--- config.mk ---
export PLATFORM = sky130hd
export DESIGN_NAME = asb_lane_engine
export DESIGN_NICKNAME = d
export VERILOG_FILES = /design/src/rtl/asb_pkg.sv /design/src/rtl/asb_sbox_slice.sv /design/src/rtl/asb_lane_engine.sv
export SDC_FILE = /design/constraint.sdc
export NUM_CORES = 1
export LEC_CHECK = 0
export ABC_AREA = 1
export BUFFER_PORTS_ARGS = -buffer_cell sky130_fd_sc_hd__buf_2
export CAP_MARGIN = 20
export CORE_ASPECT_RATIO = 1.4
export CORE_MARGIN = 4
export CORE_UTILIZATION = 23
export DETAILED_ROUTE_END_ITERATION = 10
export PLACE_DENSITY = 0.44
export SYNTH_ARGS = -nofsm -noshare
export SYNTH_HDL_FRONTEND = slang
export SYNTH_HIERARCHICAL = 1
export SYNTH_SLANG_ARGS = --single-unit
--- constraint.sdc ---
create_clock -name clk -period 4.5 [get_ports clk]
set_clock_uncertainty 0.1 [all_clocks]
set_input_delay 0 -clock clk [delete_from_list [all_inputs] [get_ports clk]]
set_output_delay 0 -clock clk [all_outputs]
set_load 0.01 [all_outputs]
--- src/rtl/asb_pkg.sv ---
`default_nettype none
// ============================================================================
//  Module      : asb_pkg
//  Description : Shared definitions for the AES S-box lane engine. Holds the
//                forward S-box table, the optional inverse table, the FSM
//                state type and a constant clog2 helper.
//                Optional feature macro: ASB_INV_SBOX_EN (adds INV_SBOX).
//  Revision    : 1.0 - initial release
// ============================================================================
package asb_pkg;

    typedef enum logic [1:0] {
        IDLE = 2'd0,
        RUN  = 2'd1,
        DONE = 2'd2
    } asb_state_e;

    // Ceiling log2 for elaboration-time sizing.
    function automatic int clog2(input int value);
        int r;
        r = 0;
        while ((1 << r) < value) r++;
        return r;
    endfunction

    localparam logic [7:0] FWD_SBOX [256] = '{
        8'h63, 8'h7c, 8'h77, 8'h7b, 8'hf2, 8'h6b, 8'h6f, 8'hc5, 8'h30, 8'h01, 8'h67, 8'h2b, 8'hfe, 8'hd7, 8'hab, 8'h76,
        8'hca, 8'h82, 8'hc9, 8'h7d, 8'hfa, 8'h59, 8'h47, 8'hf0, 8'had, 8'hd4, 8'ha2, 8'haf, 8'h9c, 8'ha4, 8'h72, 8'hc0,
        8'hb7, 8'hfd, 8'h93, 8'h26, 8'h36, 8'h3f, 8'hf7, 8'hcc, 8'h34, 8'ha5, 8'he5, 8'hf1, 8'h71, 8'hd8, 8'h31, 8'h15,
        8'h04, 8'hc7, 8'h23, 8'hc3, 8'h18, 8'h96, 8'h05, 8'h9a, 8'h07, 8'h12, 8'h80, 8'he2, 8'heb, 8'h27, 8'hb2, 8'h75,
        8'h09, 8'h83, 8'h2c, 8'h1a, 8'h1b, 8'h6e, 8'h5a, 8'ha0, 8'h52, 8'h3b, 8'hd6, 8'hb3, 8'h29, 8'he3, 8'h2f, 8'h84,
        8'h53, 8'hd1, 8'h00, 8'hed, 8'h20, 8'hfc, 8'hb1, 8'h5b, 8'h6a, 8'hcb, 8'hbe, 8'h39, 8'h4a, 8'h4c, 8'h58, 8'hcf,
        8'hd0, 8'hef, 8'haa, 8'hfb, 8'h43, 8'h4d, 8'h33, 8'h85, 8'h45, 8'hf9, 8'h02, 8'h7f, 8'h50, 8'h3c, 8'h9f, 8'ha8,
        8'h51, 8'ha3, 8'h40, 8'h8f, 8'h92, 8'h9d, 8'h38, 8'hf5, 8'hbc, 8'hb6, 8'hda, 8'h21, 8'h10, 8'hff, 8'hf3, 8'hd2,
        8'hcd, 8'h0c, 8'h13, 8'hec, 8'h5f, 8'h97, 8'h44, 8'h17, 8'hc4, 8'ha7, 8'h7e, 8'h3d, 8'h64, 8'h5d, 8'h19, 8'h73,
        8'h60, 8'h81, 8'h4f, 8'hdc, 8'h22, 8'h2a, 8'h90, 8'h88, 8'h46, 8'hee, 8'hb8, 8'h14, 8'hde, 8'h5e, 8'h0b, 8'hdb,
        8'he0, 8'h32, 8'h3a, 8'h0a, 8'h49, 8'h06, 8'h24, 8'h5c, 8'hc2, 8'hd3, 8'hac, 8'h62, 8'h91, 8'h95, 8'he4, 8'h79,
        8'he7, 8'hc8, 8'h37, 8'h6d, 8'h8d, 8'hd5, 8'h4e, 8'ha9, 8'h6c, 8'h56, 8'hf4, 8'hea, 8'h65, 8'h7a, 8'hae, 8'h08,
        8'hba, 8'h78, 8'h25, 8'h2e, 8'h1c, 8'ha6, 8'hb4, 8'hc6, 8'he8, 8'hdd, 8'h74, 8'h1f, 8'h4b, 8'hbd, 8'h8b, 8'h8a,
        8'h70, 8'h3e, 8'hb5, 8'h66, 8'h48, 8'h03, 8'hf6, 8'h0e, 8'h61, 8'h35, 8'h57, 8'hb9, 8'h86, 8'hc1, 8'h1d, 8'h9e,
        8'he1, 8'hf8, 8'h98, 8'h11, 8'h69, 8'hd9, 8'h8e, 8'h94, 8'h9b, 8'h1e, 8'h87, 8'he9, 8'hce, 8'h55, 8'h28, 8'hdf,
        8'h8c, 8'ha1, 8'h89, 8'h0d, 8'hbf, 8'he6, 8'h42, 8'h68, 8'h41, 8'h99, 8'h2d, 8'h0f, 8'hb0, 8'h54, 8'hbb, 8'h16
    };

`ifdef ASB_INV_SBOX_EN
    localparam logic [7:0] INV_SBOX [256] = '{
        8'h52, 8'h09, 8'h6a, 8'hd5, 8'h30, 8'h36, 8'ha5, 8'h38, 8'hbf, 8'h40, 8'ha3, 8'h9e, 8'h81, 8'hf3, 8'hd7, 8'hfb,
        8'h7c, 8'he3, 8'h39, 8'h82, 8'h9b, 8'h2f, 8'hff, 8'h87, 8'h34, 8'h8e, 8'h43, 8'h44, 8'hc4, 8'hde, 8'he9, 8'hcb,
        8'h54, 8'h7b, 8'h94, 8'h32, 8'ha6, 8'hc2, 8'h23, 8'h3d, 8'hee, 8'h4c, 8'h95, 8'h0b, 8'h42, 8'hfa, 8'hc3, 8'h4e,
        8'h08, 8'h2e, 8'ha1, 8'h66, 8'h28, 8'hd9, 8'h24, 8'hb2, 8'h76, 8'h5b, 8'ha2, 8'h49, 8'h6d, 8'h8b, 8'hd1, 8'h25,
        8'h72, 8'hf8, 8'hf6, 8'h64, 8'h86, 8'h68, 8'h98, 8'h16, 8'hd4, 8'ha4, 8'h5c, 8'hcc, 8'h5d, 8'h65, 8'hb6, 8'h92,
        8'h6c, 8'h70, 8'h48, 8'h50, 8'hfd, 8'hed, 8'hb9, 8'hda, 8'h5e, 8'h15, 8'h46, 8'h57, 8'ha7, 8'h8d, 8'h9d, 8'h84,
        8'h90, 8'hd8, 8'hab, 8'h00, 8'h8c, 8'hbc, 8'hd3, 8'h0a, 8'hf7, 8'he4, 8'h58, 8'h05, 8'hb8, 8'hb3, 8'h45, 8'h06,
        8'hd0, 8'h2c, 8'h1e, 8'h8f, 8'hca, 8'h3f, 8'h0f, 8'h02, 8'hc1, 8'haf, 8'hbd, 8'h03, 8'h01, 8'h13, 8'h8a, 8'h6b,
        8'h3a, 8'h91, 8'h11, 8'h41, 8'h4f, 8'h67, 8'hdc, 8'hea, 8'h97, 8'hf2, 8'hcf, 8'hce, 8'hf0, 8'hb4, 8'he6, 8'h73,
        8'h96, 8'hac, 8'h74, 8'h22, 8'he7, 8'had, 8'h35, 8'h85, 8'he2, 8'hf9, 8'h37, 8'he8, 8'h1c, 8'h75, 8'hdf, 8'h6e,
        8'h47, 8'hf1, 8'h1a, 8'h71, 8'h1d, 8'h29, 8'hc5, 8'h89, 8'h6f, 8'hb7, 8'h62, 8'h0e, 8'haa, 8'h18, 8'hbe, 8'h1b,
        8'hfc, 8'h56, 8'h3e, 8'h4b, 8'hc6, 8'hd2, 8'h79, 8'h20, 8'h9a, 8'hdb, 8'hc0, 8'hfe, 8'h78, 8'hcd, 8'h5a, 8'hf4,
        8'h1f, 8'hdd, 8'ha8, 8'h33, 8'h88, 8'h07, 8'hc7, 8'h31, 8'hb1, 8'h12, 8'h10, 8'h59, 8'h27, 8'h80, 8'hec, 8'h5f,
        8'h60, 8'h51, 8'h7f, 8'ha9, 8'h19, 8'hb5, 8'h4a, 8'h0d, 8'h2d, 8'he5, 8'h7a, 8'h9f, 8'h93, 8'hc9, 8'h9c, 8'hef,
        8'ha0, 8'he0, 8'h3b, 8'h4d, 8'hae, 8'h2a, 8'hf5, 8'hb0, 8'hc8, 8'heb, 8'hbb, 8'h3c, 8'h83, 8'h53, 8'h99, 8'h61,
        8'h17, 8'h2b, 8'h04, 8'h7e, 8'hba, 8'h77, 8'hd6, 8'h26, 8'he1, 8'h69, 8'h14, 8'h63, 8'h55, 8'h21, 8'h0c, 8'h7d
    };
`endif

endpackage
`default_nettype wire

--- src/rtl/asb_sbox_slice.sv ---
`default_nettype none
// ============================================================================
//  Module      : asb_sbox_slice
//  Description : Combinational single-byte AES S-box lookup.
//                Optional feature macro: ASB_INV_SBOX_EN - when defined,
//                inv_i = 1 selects the inverse table; otherwise only the
//                forward table exists and inv_i is ignored.
//  Ports       : data_i [7:0] input byte
//                inv_i        1 = inverse mapping, 0 = forward mapping
//                data_o [7:0] substituted byte
//  Revision    : 1.0 - initial release
// ============================================================================
module asb_sbox_slice
    import asb_pkg::*;
(
    input  logic [7:0] data_i,
    input  logic       inv_i,
    output logic [7:0] data_o
);

`ifdef ASB_INV_SBOX_EN
    assign data_o = inv_i ? INV_SBOX[data_i] : FWD_SBOX[data_i];
`else
    // Mode bit has no effect in a forward-only build.
    logic w_unused_inv;
    assign w_unused_inv = inv_i;
    assign data_o       = FWD_SBOX[data_i];
`endif

endmodule
`default_nettype wire

--- src/rtl/asb_lane_engine.sv ---
`default_nettype none
// ============================================================================
//  Module      : asb_lane_engine
//  Description : Multi-cycle AES S-box substitution over a LANES-byte word
//                using NSBOX shared S-box slices, one byte group per clock.
//                Optional feature macro: ASB_INV_SBOX_EN (inverse S-box).
//  Ports       : clk, rst_n (async, active-low), flush (sync abort)
//                in_valid / in_ready / in_data[DW-1:0] / in_inv : operand
//                out_valid / out_ready / out_data[DW-1:0]       : result
//                busy : high while an operation is in RUN or DONE
//  Revision    : 1.0 - initial release
// ============================================================================
module asb_lane_engine
    import asb_pkg::*;
#(
    parameter int LANES = 4,
    parameter int NSBOX = 1
) (
    input  logic               clk,
    input  logic               rst_n,
    input  logic               flush,
    input  logic               in_valid,
    output logic               in_ready,
    input  logic [8*LANES-1:0] in_data,
    input  logic               in_inv,
    output logic               out_valid,
    input  logic               out_ready,
    output logic [8*LANES-1:0] out_data,
    output logic               busy
);

    localparam int DW = 8 * LANES;
    localparam int N  = LANES / NSBOX;
    localparam int CW = (clog2(N) > 1) ? clog2(N) : 1;
    localparam int GW = 8 * NSBOX;

    if ((LANES % NSBOX) != 0) begin : g_cfg_check
        $error("asb_lane_engine: LANES must be a multiple of NSBOX");
    end

    asb_state_e          state_q;
    logic [CW-1:0]       cnt_q;
    logic [DW-1:0]       work_q;
    logic                inv_q;
    logic                in_ready_q;
    logic                out_valid_q;
    logic                busy_q;
    logic [DW-1:0]       out_data_q;

    logic [GW-1:0]       w_grp_in;
    logic [GW-1:0]       w_grp_out;
    logic [DW-1:0]       w_work_d;
    int                  w_base;

    // Pick the current byte group out of the work word and splice the
    // substituted bytes back into the same position.
    always_comb begin
        w_base   = int'(cnt_q) * GW;
        w_grp_in = work_q[w_base +: GW];
        w_work_d = work_q;
        w_work_d[w_base +: GW] = w_grp_out;
    end

    for (genvar j = 0; j < NSBOX; j++) begin : g_slice
        asb_sbox_slice u_slice (
            .data_i (w_grp_in[8*j +: 8]),
            .inv_i  (inv_q),
            .data_o (w_grp_out[8*j +: 8])
        );
    end

    always_ff @(posedge clk or negedge rst_n) begin
        if (!rst_n) begin
            state_q     <= IDLE;
            cnt_q       <= '0;
            work_q      <= '0;
            inv_q       <= 1'b0;
            in_ready_q  <= 1'b1;
            out_valid_q <= 1'b0;
            busy_q      <= 1'b0;
            out_data_q  <= '0;
        end else begin
            case (state_q)
                IDLE: begin
                    // in_ready comes back one cycle after leaving DONE or
                    // a flush, so a result is never followed by an accept
                    // in the same cycle.
                    if (!in_ready_q) begin
                        in_ready_q <= 1'b1;
                    end else if (in_valid && !flush) begin
                        work_q     <= in_data;
                        inv_q      <= in_inv;
                        cnt_q      <= '0;
                        in_ready_q <= 1'b0;
                        busy_q     <= 1'b1;
                        state_q    <= RUN;
                    end
                end
                RUN: begin
                    if (flush) begin
                        busy_q  <= 1'b0;
                        state_q <= IDLE;
                    end else begin
                        work_q <= w_work_d;
                        if (cnt_q == CW'(N - 1)) begin
                            out_data_q  <= w_work_d;
                            out_valid_q <= 1'b1;
                            state_q     <= DONE;
                        end else begin
                            cnt_q <= cnt_q + 1'b1;
                        end
                    end
                end
                DONE: begin
                    if (flush || out_ready) begin
                        out_valid_q <= 1'b0;
                        busy_q      <= 1'b0;
                        state_q     <= IDLE;
                    end
                end
                default: begin
                    state_q <= IDLE;
                end
            endcase
        end
    end

    assign in_ready  = in_ready_q;
    assign out_valid = out_valid_q;
    assign out_data  = out_data_q;
    assign busy      = busy_q;

endmodule
`default_nettype wire

==> out/metrics.csv <==
metric,value,unit
place_congestion,0.971,
num_rows,76,
layout_commonest_cell,nand2_1,
drc,0,
postRouteAntennaNets,0,
clock_latency,0.34,ns
tritoncts,done,
setup_viol,0,
die_area,33900,µm²
die_y,216,µm
grt_antenna_before_repair,0,
fmax,0.259,GHz
floorplan.io_pins,73,
routed_wl,32400,µm
crit_path_frequent_cell,nand3_1,
grt_use_total,19.0,%
period_share,85.9,%
end_kind,register,
initial_core_util,23.2,%
vias_per_cell,5.15,
startpoint_type,register,
num_vias,8550,
grt_max_degree,73,
path_max_fanout,23,
crit_chain,inv_2 > o21ai_0 > o22ai_1 > buf_4 > inv_2 > buf_4 > ha_1 > nand2_2 > inv_1 > o21ai_1 > nand3_1 > nand3_1 > nand3_1 > nand3_1 > nand2_1 > inv_1 > nor2_1 > nand3_1 > nand3_1 > nand2_1 > nand2_1,
most-common-layout-cells,"381 x nand2_1, 282 x nand3_1, 144 x nor2_1",
fin_area,8470,µm²
synth_cells,1196,
crit_slowest_cell,dfrtp_1,
cts.reportedPaths.clkPinSlew,0.06,ns
setup_ws,0.633,ns
maxCapViolCount,0,
drive_gt1_share,13.2,%
final_nets,1327,
dieWidth,157,µm
grt_pass1_vias,8456,
place_area,7770,µm²
final_max_slew_viol_count,0,
place_ws,0.697,ns
cts-root-buf,clkbuf_16,
multi_input_area,4650,µm²
rsz0062_at_grt,no,
area_growth,18.8,%
cp.required,4.63,ns
drt_iter0_markers,1053,
relSlewSlack,34.0,%
cts_setup_buffers,0,
cts_resized,0,
grt_overflow,0,
cts_made_buffers,9,
antenna-diode-count,0,
hold_violations,0,
fin_setup_tns,0,ns
worst_slew_pin_slew,0.991,ns
core,30700,µm²
cts_max_level,3,
crit_arrival,4.00,ns
grt_pass1_wl,50000,µm
outcome,completed,
syn_area_per_cell,5.96,µm²
synth_area,7130,µm²
fill_cells,3484,
crit_path_max_incr_delay,0.41,ns
routedWlPerCell,19.5,µm
path_class,register to register,
period_minus_slack,3.87,ns
dr.pass1.iters,5,
syn_nets,1259,
cts_buffer_depth,2,
io_buffers,71,
min_path_type,primary input to asynchronous set/reset pin,
dp_hpwl,23400,µm
yosys_warnings,6,
cts.sink_count,71,
hold_buffers,36,
seqCellArea,1780,µm²
metrics by stage:
stage / utilization [%] / cells / hold slack, ns
final: 27.6 / 1659 / 0.251
after global placement: 25.2 / 1606 / 0.124
after floorplan: - / 1196 / -0.396
after detailed placement: 25.3 / 1607 / 0.113
after CTS: 27.6 / 1659 / 0.287
after global routing: 27.6 / 1659 / 0.361
worst max-delay path: cells and delay by family, from the launching register on:
kind            cells  cell delay (ns)
simple gates       11             1.17
buf+inv             6             1.11
compound gates      3             0.66
flops               1             0.41
fa+ha+maj           1             0.29
per-layer routing:
metal  vias to the layer above  routed length [µm]  global-route usage (%)
met5                         -                   0                       0
met3                        97                1680                    1.62
li1                       4057                   -                       -
met1                      4007               12500                    22.9
met4                         0                2270                    12.4
met2                       389               15900                    32.0
worst paths after layout:
| path | start | end | slack (ns) | cells past startpoint |
|---|---|---|---|---|
| worst max-delay path | cnt_q[0] | work_q[20] | 0.63 | 21 |
| worst min-delay path | rst_n | state_q[0] | 0.25 | 2 |
| worst max register to register | cnt_q[0] | work_q[20] | 0.63 | 21 |
| worst min register to register | in_ready | in_ready | 0.39 | 2 |
| max in group asynchronous | rst_n | work_q[5] | 3.38 | 2 |
| min in group clk | in_ready | in_ready | 0.39 | 2 |
state kept, by name, indices dropped and copies added (netlist names):
register,flops
in_ready,1
busy,1
state_q,2
cnt_q,2
work_q,32
out_valid,1
out_data,32
layout make-up:
| class | count | area share, % |
|---|---|---|
| multi-input cells | 982 | 54.9 |
| repair buffers | 134 | 11.3 |
| well taps | 390 | 5.76 |
| inverters | 66 | 2.98 |
| clock inverters | 5 | 1.26 |
| flip-flops and latches | 71 | 21.0 |
| clock buffers | 11 | 2.75 |
Power is left out: the tool's default activity adds up to more than one toggle a clock period on the data nets, which glitch-free logic cannot reach.
